### src/rtl/sop_truth_capture_pkg.sv
// Shared definitions for the SOP truth-table capture harness: FSM state
// encoding, datapath widths and the default expected minterm mask.
package sop_truth_capture_pkg;

   localparam int TT_W  = 16;
   localparam int IDX_W = 4;
   localparam int CNT_W = 5;

   // Minterms 1,3,4,13,14,15 of the reference 4-input SOP block
   localparam logic [TT_W-1:0] SOP_EXP_MASK = 16'hE01A;

   typedef enum logic [1:0] {
      S_IDLE   = 2'd0,
      S_SETTLE = 2'd1,
      S_SAMPLE = 2'd2,
      S_DONE   = 2'd3
   } cap_state_t;

   // True when the sweep index points at the final input vector
   function automatic logic is_last_idx(input logic [IDX_W-1:0] idx);
      return idx == {IDX_W{1'b1}};
   endfunction

endpackage

### src/rtl/sop_truth_capture_if.sv
// Signal bundle between the capture harness and its environment.
// Optional macro SOP_CAP_ERRLOG_EN adds err_valid / first_err_idx.
interface sop_truth_capture_if;
   import sop_truth_capture_pkg::*;

   logic             start;
   logic             a_o;
   logic             b_o;
   logic             c_o;
   logic             d_o;
   logic             y_i;
   logic             busy;
   logic             done;
   logic             pass;
   logic [TT_W-1:0]  table_o;
   logic [CNT_W-1:0] mismatch_cnt;
`ifdef SOP_CAP_ERRLOG_EN
   logic             err_valid;
   logic [IDX_W-1:0] first_err_idx;
`endif

   // Environment side: requests sweeps, feeds back the SOP block output
   modport master (
      output start,
      output y_i,
      input  a_o, b_o, c_o, d_o,
      input  busy, done, pass, table_o, mismatch_cnt
`ifdef SOP_CAP_ERRLOG_EN
      , input err_valid, first_err_idx
`endif
   );

   // Harness side
   modport slave (
      input  start,
      input  y_i,
      output a_o, b_o, c_o, d_o,
      output busy, done, pass, table_o, mismatch_cnt
`ifdef SOP_CAP_ERRLOG_EN
      , output err_valid, first_err_idx
`endif
   );

endinterface

### src/rtl/sop_truth_capture_settle_timer.sv
// Load/decrement counter that times how long each vector is held before
// sampling. 'expire' flags the last settle cycle (count equals one).
module sop_truth_capture_settle_timer
   import sop_truth_capture_pkg::*;
(
   input  logic             clk,
   input  logic             rst,
   input  logic             load,
   input  logic             dec,
   input  logic [IDX_W-1:0] load_val,
   output logic             expire
);

   logic [IDX_W-1:0] cnt;

   // Reload at the start of every vector, count down while settling
   always_ff @(posedge clk) begin
      if (rst) begin
         cnt <= '0;
      end else if (load) begin
         cnt <= load_val;
      end else if (dec && cnt != '0) begin
         cnt <= cnt - 1'b1;
      end
   end

   assign expire = (cnt == IDX_W'(1));

endmodule

### src/rtl/sop_truth_capture.sv
// Sweep-and-check harness: drives all 16 abcd vectors into a downstream
// SOP block, captures y into a truth table and counts mismatches against
// EXPECTED. Optional macro SOP_CAP_ERRLOG_EN records the first failing index.
module sop_truth_capture
   import sop_truth_capture_pkg::*;
#(
   parameter int unsigned     SETTLE_CYCLES = 1,
   parameter logic [TT_W-1:0] EXPECTED      = SOP_EXP_MASK
)
(
   input  logic                 clk,
   input  logic                 rst,
   sop_truth_capture_if.slave   bus
);

   localparam logic [IDX_W-1:0] SETTLE_LOAD = IDX_W'(SETTLE_CYCLES);
   localparam bit               HAS_SETTLE  = (SETTLE_CYCLES != 0);

   cap_state_t       state;
   cap_state_t       state_next;
   logic [IDX_W-1:0] idx;
   logic [TT_W-1:0]  table_q;
   logic [CNT_W-1:0] cnt_q;
   logic             pass_q;

   logic             start_accept;
   logic             sample_en;
   logic             finish;
   logic             timer_load;
   logic             timer_dec;
   logic             timer_expire;
   logic             mismatch_now;

   sop_truth_capture_settle_timer u_timer (
      .clk      (clk),
      .rst      (rst),
      .load     (timer_load),
      .dec      (timer_dec),
      .load_val (SETTLE_LOAD),
      .expire   (timer_expire)
   );

   // State register; reset wins over everything, including a pending done
   always_ff @(posedge clk) begin
      if (rst) begin
         state <= S_IDLE;
      end else begin
         state <= state_next;
      end
   end

   // Next-state decode and per-state datapath strobes
   always_comb begin
      state_next   = state;
      start_accept = 1'b0;
      sample_en    = 1'b0;
      finish       = 1'b0;
      timer_load   = 1'b0;
      timer_dec    = 1'b0;
      unique case (state)
         S_IDLE: begin
            if (bus.start) begin
               start_accept = 1'b1;
               timer_load   = 1'b1;
               state_next   = HAS_SETTLE ? S_SETTLE : S_SAMPLE;
            end
         end
         S_SETTLE: begin
            timer_dec = 1'b1;
            if (timer_expire) begin
               state_next = S_SAMPLE;
            end
         end
         S_SAMPLE: begin
            sample_en = 1'b1;
            if (is_last_idx(idx)) begin
               state_next = S_DONE;
            end else begin
               timer_load = 1'b1;
               state_next = HAS_SETTLE ? S_SETTLE : S_SAMPLE;
            end
         end
         S_DONE: begin
            finish     = 1'b1;
            state_next = S_IDLE;
         end
         default: state_next = S_IDLE;
      endcase
   end

   assign mismatch_now = (bus.y_i != EXPECTED[idx]);

   // Sweep index, truth-table capture, mismatch count and final verdict
   always_ff @(posedge clk) begin
      if (rst) begin
         idx     <= '0;
         table_q <= '0;
         cnt_q   <= '0;
         pass_q  <= 1'b0;
      end else if (start_accept) begin
         idx     <= '0;
         table_q <= '0;
         cnt_q   <= '0;
         pass_q  <= 1'b0;
      end else begin
         if (sample_en) begin
            table_q[idx] <= bus.y_i;
            if (mismatch_now) begin
               cnt_q <= cnt_q + 1'b1;
            end
            if (!is_last_idx(idx)) begin
               idx <= idx + 1'b1;
            end
         end
         if (finish) begin
            pass_q <= (cnt_q == '0);
         end
      end
   end

`ifdef SOP_CAP_ERRLOG_EN
   logic             err_valid_q;
   logic [IDX_W-1:0] first_err_q;

   // Latch the index of the first mismatch seen in the current sweep
   always_ff @(posedge clk) begin
      if (rst || start_accept) begin
         err_valid_q <= 1'b0;
         first_err_q <= '0;
      end else if (sample_en && mismatch_now && !err_valid_q) begin
         err_valid_q <= 1'b1;
         first_err_q <= idx;
      end
   end

   assign bus.err_valid     = err_valid_q;
   assign bus.first_err_idx = first_err_q;
`endif

   assign bus.a_o          = idx[3];
   assign bus.b_o          = idx[2];
   assign bus.c_o          = idx[1];
   assign bus.d_o          = idx[0];
   assign bus.busy         = (state != S_IDLE);
   assign bus.done         = (state == S_DONE);
   assign bus.pass         = pass_q;
   assign bus.table_o      = table_q;
   assign bus.mismatch_cnt = cnt_q;

endmodule
### src/flat_wrapper.sv
// flat-port wrapper written by rule: the top's interface ports become plain ports
module sop_truth_capture_flat import sop_truth_capture_pkg::*;
#(
   parameter int unsigned     SETTLE_CYCLES = 1,
   parameter logic [TT_W-1:0] EXPECTED      = SOP_EXP_MASK
)
  (clk, rst, bus_start, bus_y_i, bus_a_o, bus_b_o, bus_c_o, bus_d_o, bus_busy, bus_done, bus_pass, bus_table_o, bus_mismatch_cnt);
  sop_truth_capture_if bus_i ();
  input  logic clk;
  input  logic rst;
  input wire logic [$bits(bus_i.start)-1:0] bus_start;
  input wire logic [$bits(bus_i.y_i)-1:0] bus_y_i;
  output wire logic [$bits(bus_i.a_o)-1:0] bus_a_o;
  output wire logic [$bits(bus_i.b_o)-1:0] bus_b_o;
  output wire logic [$bits(bus_i.c_o)-1:0] bus_c_o;
  output wire logic [$bits(bus_i.d_o)-1:0] bus_d_o;
  output wire logic [$bits(bus_i.busy)-1:0] bus_busy;
  output wire logic [$bits(bus_i.done)-1:0] bus_done;
  output wire logic [$bits(bus_i.pass)-1:0] bus_pass;
  output wire logic [$bits(bus_i.table_o)-1:0] bus_table_o;
  output wire logic [$bits(bus_i.mismatch_cnt)-1:0] bus_mismatch_cnt;
  assign bus_i.start = bus_start;
  assign bus_i.y_i = bus_y_i;
  assign bus_a_o = bus_i.a_o;
  assign bus_b_o = bus_i.b_o;
  assign bus_c_o = bus_i.c_o;
  assign bus_d_o = bus_i.d_o;
  assign bus_busy = bus_i.busy;
  assign bus_done = bus_i.done;
  assign bus_pass = bus_i.pass;
  assign bus_table_o = bus_i.table_o;
  assign bus_mismatch_cnt = bus_i.mismatch_cnt;
  sop_truth_capture #(.SETTLE_CYCLES(SETTLE_CYCLES), .EXPECTED(EXPECTED)) u_core (.clk(clk), .rst(rst), .bus(bus_i));
endmodule
### config.mk
export PLATFORM = sky130hd
export DESIGN_NAME = sop_truth_capture_flat
export DESIGN_NICKNAME = d
export VERILOG_FILES = /design/src/rtl/sop_truth_capture_pkg.sv /design/src/rtl/sop_truth_capture_if.sv /design/src/rtl/sop_truth_capture_settle_timer.sv /design/src/rtl/sop_truth_capture.sv /design/src/flat_wrapper.sv
export SDC_FILE = /design/constraint.sdc
export NUM_CORES = 1
export LEC_CHECK = 0
export ABC_AREA = 1
export BUFFER_PORTS_ARGS = -buffer_cell sky130_fd_sc_hd__buf_2
export CAP_MARGIN = 30
export CORE_MARGIN = 3
export CORE_UTILIZATION = 50
export DETAILED_ROUTE_END_ITERATION = 10
export HOLD_SLACK_MARGIN = 0.08
export PLACE_DENSITY = 0.72
export SYNTH_ARGS = -nofsm -noshare
export SYNTH_HDL_FRONTEND = slang
export SYNTH_SLANG_ARGS = --single-unit
export TNS_END_PERCENT = 1
### constraint.sdc
create_clock -name clk -period 3.81 [get_ports clk]
set_input_delay 0.381 -clock clk [delete_from_list [all_inputs] [get_ports clk]]
set_output_delay 0.381 -clock clk [all_outputs]
set_load 0.01 [all_outputs]
==> results by group <==
Outcome
  – Status: completed

Final layout
  – Final Instance Area: 0.00185 mm^2
  – Diodes inserted: 0
  – Layout cells sized above 1: 17.9%
  – Most frequent cells in the layout: nand2_1 (45), inv_1 (34), nor2_1 (33), dfxtp_1 (33), buf_2 (31)
  – Fillers: 308
  – Most common cell after layout, fill and taps aside: nand2_1
  – NumNets Final: 274
  – P&R area growth vs syn: 14.6%
  – Post-Layout Cell Count: 305

Drt
  – Drt first pass iters: 4
  – Vias per std cell: 4.93
  – DRC viols: 0
  – Final WL: 3320 um
  – WL per Instance: 10.9 um
  – Detail Route Antenna Nets: 0
  – DR WL met2: 1520 um
  – Highest metal used: met4
  – Met1 wire length: 1590 um
  – Initial drt markers: 65
  – WL met3: 149 um
  – Routed vias: 1503

Clock network
  – Hold buffer count at CTS: 0
  – Setup bufs post-CTS: 0
  – Clock Tree Root: clkbuf_4
  – Post-CTS resize count: 0
  – Clock tree buffer depth: 2
  – CTS H-Tree Depth: 2
  – Register clock-pin slew on the reported worst setup and hold paths: 0.09 ns
  – TritonCTS Buffers: 5
  – Clock sink count: 33
  – Clock latency on the worst-skew pair: 0.33 ns
  – CTS tree: done

Critical path
  – Slowest stage cell, crit path: a21oi_2
  – Critical path data required time: 4.07 ns
  – Kind of critical path: flip-flop to flip-flop
  – Critical path's top delay family: compound AO/OA/AOI/OAI gates
  – Buffers plus inverters on the worst setup path: 1
  – Worst EP arrival: 1.98 ns
  – Worst Setup Start Kind: flip-flop
  – Crit path capture type: flip-flop
  – Worst path cell trace: nor2_1 > a21oi_2 > inv_1 > nor3_1
  – CP max stage delay: 0.48 ns
  – Crit Path Max Fanout: 15

Power
  – PD cells: 331 mW/mm^2
  – Int Pwr: 447 uW
  – Clock power frac: 30.2%
  – Switching Fraction: 26.9%
  – VDD IR max: 0.274 mV
  – Leakage Power: 0.000898 uW
  – P_sw: 164 uW
  – Seq pwr share: 58.7%
  – Comb power frac: 11.1%

Die
  – FP Rows: 19
  – Ports: 32
  – DIE HEIGHT: 62.8 um
  – Die X: 62.8 um
  – DIE AREA: 0.00394 mm^2
  – Core area: 0.00290 mm^2
  – Initial Util: 55.5%

Global route
  – GRT overflow: 0
  – Largest net degree at the start of global routing: 16
  – Vias in the first global route: 1395
  – Global-route wire length before repair: 5850 um
  – Tot GR Track Use: 18.2%
  – Initial antenna violation count: 0

Timing
  – Slew Limit Fails: 0
  – # setup viols final: 0
  – Minimum clock period: 1.72 ns
  – Worst slew margin: 62.6%
  – Worst Tran Pin Value: 0.561 ns
  – Clock skew: 0.00416 ns
  – Final Hold Viols: 0
  – Post-Route Setup TNS: 0 ns
  – Fmax: 581 MHz
  – Tcrit/Tclk final: 45.2%
  – RSZ-0062 raised after global routing: false

Place
  – HPWL after DPL: 2480 um
  – Post-placement cell area: 0.00180 mm^2
  – Placed cells: 297
  – GP Congestion: 0.820
  – Port bufs: 31

Synthesis
  – Synth area leader: dfxtp_1
  – Average size of a mapped cell: 7.06 um^2
  – Sequential share of the synthesized area: 41.0%
  – Warnings from Yosys: 0
  – Yosys top cell area share: 41.0%
  – Netlist cell types: 24
  – Area contributors post-synth: dfxtp_1 (41%), nand2_1 (10%), inv_1 (7.9%)
  – Synthesized area: 0.00161 mm^2
  – Seq cells post-synth: 33
  – Syn nets: 240
  – Post-synthesis cell count: 228

Worst hold path
  – HP Class: input pin to flip-flop

Run
  – Total of max-cap violations: 0
-- cell usage after synthesis --
master,n
xor2_1,1
ha_1,8
a21oi_1,22
or2_2,1
nor3_1,2
nand3b_1,1
nand2_2,1
a21oi_2,1
nor3_2,1
buf_2,2
o211ai_1,1
buf_4,1
inv_2,2
nand3_1,21
nand2_1,45
nor2_4,4
o21bai_1,1
o21ai_0,9
nor2_1,33
dfxtp_1,33
clkbuf_1,1
nand3_2,1
nand4_1,2
inv_1,34
-- state kept, by name, summed over array words and instances, names as in the netlist, named ones only --
register and count:
u_core.state 2, u_core.bus.mismatch_cnt 5, u_core.bus.pass 1, u_core.bus.table_o 16, u_core.u_timer.cnt 4, u_core.idx 4
-- kinds of logic (layout without fill, tap and decap cells) --
group	Yosys count	after routing	synth area share, %
AO/OA/AOI/OAI	34	34	11.1
flip-flops	33	33	41.0
XOR/XNOR	1	1	0.544
AND/OR/NAND/NOR	112	112	31.4
buffers and inverters	40	75	9.71
adder cells (fa/ha/maj)	8	8	6.22
-- power by group through the flow --
stage / Sequential [uW] / Clock (uW) / Combinational, uW
floorplan: 367 / 0 / 52.5
global placement: 367 / 0 / 67.4
detailed placement: 367 / 0 / 68.1
CTS: 359 / 189 / 68.4
global route: 360 / 203 / 78.8
finish: 359 / 185 / 67.8
-- path summary, 6_finish.rpt --
path	slack, ns	start	to	cells after the start
setup / recovery	2.09	u_core.state[1]$_SDFFE_PP0P_	u_core.bus.mismatch_cnt[2]$_SDFFE_PP0P_	4
hold / removal	0.25	rst	u_core.state[0]$_SDFFE_PP0P_	2
setup reg to reg	2.09	u_core.state[1]$_SDFFE_PP0P_	u_core.bus.mismatch_cnt[2]$_SDFFE_PP0P_	4
hold reg to reg	0.46	u_core.bus.table_o[1]$_SDFFE_PP0P_	u_core.bus.table_o[1]$_SDFFE_PP0P_	2
-- layer usage --
| metal | global-route usage (%) | vias up |
|---|---|---|
| li1 | - | 783 |
| met1 | 22.2 | 683 |
| met2 | 30.5 | 30 |
| met3 | 4.86 | 7 |
| met4 | 6.61 | 0 |
| met5 | 0 | - |
-- metrics by stage --
step | setup WS, ns | power (uW) | utilization, % | hold slack (ns)
finish | 2.09 | 612 | 63.6 | 0.254
global route | 1.88 | 642 | 63.6 | 0.248
CTS | 2.09 | 617 | 63.6 | 0.246
detailed placement | 2.10 | 435 | 62.0 | 0.449
global placement | 2.16 | 434 | 62.0 | 0.446
floorplan | 2.44 | 419 | - | 0.450
-- worst reg2reg max path: cells and delay by family, from the launching register on --
family                 cells  cell delay [ns]
DFF                        1             0.43
and+or+nand+nor            2             0.36
buffers and inverters      1             0.37
AOI/OAI and AO/OA          1             0.48
-- layout make-up --
class | count | area (um^2) | area share (%)
timing repair buffer | 31 | 155 | 8.41
sequential | 33 | 661 | 35.8
multi-input combinational | 155 | 793 | 43.0
inverter | 36 | 135 | 7.32
clock buffer | 8 | 48.8 | 2.64
tap | 42 | 52.6 | 2.85
Power figures use the tool's default switching activity.
